`src/rtl/legv8_multicycle_ctrl.sv`:
```
// Multi-cycle control FSM for the LEGv8 core: opcode decode, immediate-format select,
// FETCH/DECODE/EXEC/MEM/WB sequencing with memory handshakes, retire counter and undefined-opcode trap.
module legv8_multicycle_ctrl #(
    parameter int CNT_W = 32
) (
    input  logic             CLK,
    input  logic             resetl,
    input  logic [10:0]      Opcode,
    input  logic             Zero,
    input  logic             imem_ready,
    input  logic             dmem_ready,
    output logic             IRWrite,
    output logic             PCWrite,
    output logic             PCSrc,
    output logic [2:0]       SignOp,
    output logic             ALUSrc,
    output logic [3:0]       ALUOp,
    output logic             Reg2Loc,
    output logic             MemRead,
    output logic             MemWrite,
    output logic             MemToReg,
    output logic             RegWrite,
    output logic             illegal,
    output logic [CNT_W-1:0] instr_count
);

    typedef enum logic [2:0] {S_FETCH, S_DECODE, S_EXEC, S_MEM, S_WB, S_TRAP} state_t;
    typedef enum logic [3:0] {
        C_ADD, C_SUB, C_AND, C_ORR, C_ADDI, C_SUBI,
        C_LDUR, C_STUR, C_B, C_CBZ, C_MOVZ, C_UNDEF
    } cls_t;

    state_t state, state_nx;
    cls_t   cls_dec, cls_q, cls_cur;

    function automatic cls_t decode_op(input logic [10:0] op);
        if (op == 11'h7C2)                     return C_LDUR;
        if (op == 11'h7C0)                     return C_STUR;
        if (op == 11'h458)                     return C_ADD;
        if (op == 11'h658)                     return C_SUB;
        if (op == 11'h450)                     return C_AND;
        if (op == 11'h550)                     return C_ORR;
        if (op >= 11'h488 && op <= 11'h489)    return C_ADDI;
        if (op >= 11'h688 && op <= 11'h689)    return C_SUBI;
        if (op >= 11'h0A0 && op <= 11'h0BF)    return C_B;
        if (op >= 11'h5A0 && op <= 11'h5A7)    return C_CBZ;
        if (op >= 11'h694 && op <= 11'h697)    return C_MOVZ;
        return C_UNDEF;
    endfunction

    function automatic logic [2:0] sign_of(input cls_t c);
        case (c)
            C_LDUR, C_STUR: return 3'b001;
            C_B:            return 3'b010;
            C_CBZ:          return 3'b011;
            C_MOVZ:         return 3'b100;
            default:        return 3'b000;
        endcase
    endfunction

    // The IR is stable in DECODE, so decode is taken live there and latched for later states.
    always_comb begin
        cls_dec = decode_op(Opcode);
        cls_cur = (state == S_DECODE) ? cls_dec : cls_q;
    end

    // NOTE: sequential state uses non-blocking assignments so every register samples pre-edge values.
    always_ff @(posedge CLK or negedge resetl) begin
        if (!resetl) state <= S_FETCH;
        else         state <= state_nx;
    end

    always_ff @(posedge CLK or negedge resetl) begin
        if (!resetl) begin
            cls_q       <= C_ADD;
            instr_count <= '0;
        end else begin
            if (state == S_DECODE) cls_q <= cls_dec;
            if (PCWrite)           instr_count <= instr_count + CNT_W'(1);
        end
    end

    always_comb begin
        state_nx = state;
        case (state)
            S_FETCH:  if (imem_ready) state_nx = S_DECODE;
            S_DECODE: begin
                if (cls_cur == C_UNDEF)  state_nx = S_TRAP;
                else if (cls_cur == C_B) state_nx = S_FETCH;
                else                     state_nx = S_EXEC;
            end
            S_EXEC: begin
                if (cls_cur == C_CBZ)                             state_nx = S_FETCH;
                else if (cls_cur inside {C_LDUR, C_STUR})         state_nx = S_MEM;
                else                                              state_nx = S_WB;
            end
            S_MEM:    if (dmem_ready) state_nx = (cls_cur == C_STUR) ? S_FETCH : S_WB;
            S_WB:     state_nx = S_FETCH;
            S_TRAP:   state_nx = S_TRAP;
            default:  state_nx = S_FETCH;
        endcase
    end

    // NOTE: every output gets a default before the case so no path can infer a latch.
    always_comb begin
        IRWrite  = 1'b0;
        PCWrite  = 1'b0;
        PCSrc    = 1'b0;
        SignOp   = sign_of(cls_cur);
        ALUSrc   = 1'b0;
        ALUOp    = 4'b0010;
        Reg2Loc  = 1'b0;
        MemRead  = 1'b0;
        MemWrite = 1'b0;
        MemToReg = 1'b0;
        RegWrite = 1'b0;
        illegal  = 1'b0;
        if (state inside {S_DECODE, S_EXEC, S_MEM, S_WB})
            Reg2Loc = cls_cur inside {C_STUR, C_CBZ};
        case (state)
            // Gated by reset so no strobe leaks out while the core is held in reset.
            S_FETCH:  IRWrite = imem_ready & resetl;
            S_DECODE: begin
                if (cls_cur == C_B) begin
                    PCWrite = 1'b1;
                    PCSrc   = 1'b1;
                end
            end
            S_EXEC: begin
                case (cls_cur)
                    C_SUB:          ALUOp = 4'b0110;
                    C_AND:          ALUOp = 4'b0000;
                    C_ORR:          ALUOp = 4'b0001;
                    C_ADDI, C_LDUR,
                    C_STUR:         ALUSrc = 1'b1;
                    C_SUBI: begin
                        ALUSrc = 1'b1;
                        ALUOp  = 4'b0110;
                    end
                    C_CBZ: begin
                        ALUOp   = 4'b0111;
                        PCWrite = 1'b1;
                        PCSrc   = Zero;
                    end
                    C_MOVZ: begin
                        ALUSrc = 1'b1;
                        ALUOp  = 4'b0111;
                    end
                    default: ;
                endcase
            end
            S_MEM: begin
                MemRead  = (cls_cur == C_LDUR);
                MemWrite = (cls_cur == C_STUR);
                PCWrite  = (cls_cur == C_STUR) & dmem_ready;
            end
            S_WB: begin
                RegWrite = 1'b1;
                MemToReg = (cls_cur == C_LDUR);
                PCWrite  = 1'b1;
            end
            S_TRAP:   illegal = 1'b1;
            default: ;
        endcase
    end

endmodule

```
`config.mk`:
```
export PLATFORM = sky130hd
export DESIGN_NAME = legv8_multicycle_ctrl
export DESIGN_NICKNAME = d
export VERILOG_FILES = /design/src/rtl/legv8_multicycle_ctrl.sv
export SDC_FILE = /design/constraint.sdc
export NUM_CORES = 1
export LEC_CHECK = 0
export ABC_AREA = 1
export BUFFER_PORTS_ARGS = -buffer_cell sky130_fd_sc_hd__buf_2
export CAP_MARGIN = 20
export CORE_MARGIN = 4
export CORE_UTILIZATION = 42
export DETAILED_ROUTE_END_ITERATION = 12
export GPL_TIMING_DRIVEN = 0
export SLEW_MARGIN = 10
export SYNTH_ARGS = -nofsm -noshare
export SYNTH_HDL_FRONTEND = slang
export SYNTH_SLANG_ARGS = --single-unit
```
`constraint.sdc`:
```
create_clock -name CLK -period 3.42 [get_ports CLK]
set_clock_uncertainty 0.15 [all_clocks]
set_input_delay 0.684 -clock CLK [delete_from_list [all_inputs] [get_ports CLK]]
set_output_delay 0.684 -clock CLK [all_outputs]
set_load 0.01 [all_outputs]
```
==> run metrics <==
post-route ant nets 0; worst slew pin tran approximately 0.9 ns; clock group share of total power 0.118; largest net degree at the start of global routing 41; worst skew pair latency 0.29 ns; fmax 0.303 GHz; worst setup margin about 0.12 ns; Worst-path clk slew 0.07 ns; Final TNS setup 0 ns; Mapped Avg Cell Area 6.81 µm²; synthesized area 3280 µm²; final net count 578; P_sw roughly 0.0012 W; post-DP HPWL 6.54 mm; maximum VDD drop 0.000294 V; Sink Count 39; Tcrit/Tclk final 0.966; CTS max path bufs 2; final WL 8.38 mm; Setup CP Type input port to output pin; Place WS 0.0452 ns; Post-Synth Simple-Gate Area 0.408; post-DR vias/cell 4.80; Tot GR Track Use 0.187; vias post-DR 3175; Synth area leader dfrtp_1; Synth area leaders dfrtp_1, nand2_1, inv_1, o21bai_1, nor2_1; starting DRC count in detailed routing 113; antenna violations before repair 0; Slew headroom 0.404; Hold WC Path Type input port to async pin; first-pass GRT wire length 13.9 mm; Reg power frac 0.319; drt pass-1 iters 4; status finished, final reports clean; YS warnings 0; vias in the first global route 3047; full die area 9290 µm²; post-synthesis mux area share 0; switching share of power 0.473; GR Overflow Total 0; ANT cells 0; Final Hold Vio Count 0; Routed wire per std cell 12.7 µm; Worst Path Required 2.59 ns; max-cap viol count 0; min Tclk post-route 3.30 ns; final setup vio count 0; syn_nets 499; Power, Total 0.00259 W; final slew viol count 0; Root Buffer clkbuf_8; register area share after synthesis 0.297; Synth Area in Compound Gates 0.0945; GP Congestion between 0.9 and 1; internal power 0.00136 W; power per cell area between 600 and 700 nW/µm²; DRC 0; Yosys top cell area share 0.297; commonest cells in the netlist nand2_1, inv_1, nor2_1, dfrtp_1, o21bai_1; Combinational Power Share 0.564; Main synth FF type dfrtp_1; CTS H-tree depth 2; FFs w/ async S/R, synth 1.00; nature of the critical path startpoint input port; Mapped Cells ~480; CP Data Arrival Time 2.47 ns; critical-path maximum fanout 10; IO Port Bufs 63; Post-synth EDFFs 0; CTS tree built; layout cell share with drive strength beyond 1 0.242; synthesized-area fraction occupied by adder cells 0.00381; Rows 31; Initial Util 0.443; leakage between 2 and 2.5 nW; Post-Synth XOR/XNOR Area 0.0801; Die Span Y 96.4 µm; Synth Register Bits 39; fin util 0.535; Num CTS Buffers 5; nature of the critical path endpoint output pin; largest family of logic cells by synthesized area simple AND/OR/NAND/NOR gates; Layout Area Growth over Synthesis 20.7%; Yosys cell types 34; most frequent cell after synthesis nand2_1; worst hold margin 0.352 ns; core outline area ~7400 µm²; I/O Pins 65; Chip Width between 90 and 100 µm
==> state kept, by name, indices dropped and copies added, names as in the netlist <==
register / cells
state: 3
cls_q: 4
instr_count: 32
==> power by group through the flow <==
stage	clock [W]	combinational, W	sequential, W
floorplan	0	0.000959	0.000855
global placement	0	0.00137	0.000831
detailed placement	0	0.00138	0.000834
CTS	0.000321	0.00139	0.000826
global route	0.000337	0.00163	0.000855
finish	0.000305	0.00146	0.000826
==> final timing paths <==
kind                                      start  cells after the start  slack, ns         endpoint
worst max-delay path                  Opcode[9]                     18       0.12          PCWrite
worst max register to register         state[0]                     14       0.97   instr_count[8]
worst min-delay path                     resetl                      1       0.35   instr_count[4]
min in group CLK                instr_count[31]                      2       0.39  instr_count[31]
max in group asynchronous                resetl                      1       2.19         cls_q[0]
worst min register to register  instr_count[31]                      2       0.39  instr_count[31]
==> logic make-up after synthesis <==
family / after synthesis
adder cells (fa/ha/maj): 1
AO/OA/AOI/OAI: 43
flip-flops: 39
AND/OR/NAND/NOR: 281
buffers and inverters: 87
other: 1
XOR/XNOR: 30
==> critical path, stage by stage <==
cell and delay [ns]:
buf_2 0.12, inv_2 0.08, nand2_4 0.06, nor2_4 0.13
nand2_2 0.07, inv_2 0.05, nand3_2 0.08, nand3_2 0.09
nand4_1 0.10, nand2_2 0.11, nand2_4 0.10, nor2_4 0.18
nand4_4 0.10, nand2_4 0.16, nor2_8 0.06, buf_6 0.13
inv_2 0.05, buf_6 0.09
==> area by class of cell <==
type / instances / area (µm²)
fill: 764 / 3450
multi-input combinational: 356 / 2000
sequential: 39 / 976
timing repair buffer: 72 / 402
inverter: 77 / 292
tap: 99 / 124
buffer: 10 / 86.3
clock buffer: 5 / 68.8
clock inverter: 3 / 15.0
==> layer usage <==
metal  up-vias  GRT usage  part of all wire
met3         7     0.0248             0.047
met5         -          0                 0
li1       1665          -                 -
met4         0     0.0421            0.0095
met1      1433      0.243              0.46
met2        70      0.332              0.48
==> stage by stage <==
step / instances / area (µm²)
final: 661 / 3960
after global routing: 661 / 3960
after CTS: 652 / 3800
after detailed placement: 644 / 3720
after global placement: 644 / 3720
after floorplan: 482 / 3280
==> timing repair <==
| action | CTS | global route |
|---|---|---|
| hold buffers | 0 | 0 |
| setup buffers | 0 | 9 |
| resized for setup | 0 | 20 |
| setup endpoints to repair | 0 | 4 |
==> cells in the final DEF (no fill, tap or decap), types with 3 or more instances in the layout <==
cell type,synthesis,final
nor3_1,24,24
dfrtp_1,39,39
nand2_1,146,142
inv_2,5,6
o21bai_1,32,32
nor4_1,6,6
nand3_2,3,4
buf_6,3,4
nand4_4,2,3
xor2_1,21,21
nand2_2,3,5
buf_2,0,62
nand2_4,5,6
nand3_1,20,19
buf_4,7,15
inv_1,71,70
o21ai_0,7,6
nor2_1,54,49
nor2_4,2,4
clkinv_2,0,3
clkbuf_8,0,5
nand4_1,4,4
or2_2,3,3
xnor2_1,9,9
nor2_2,2,5
No activity file was read; power rests on OpenSTA's default activity.
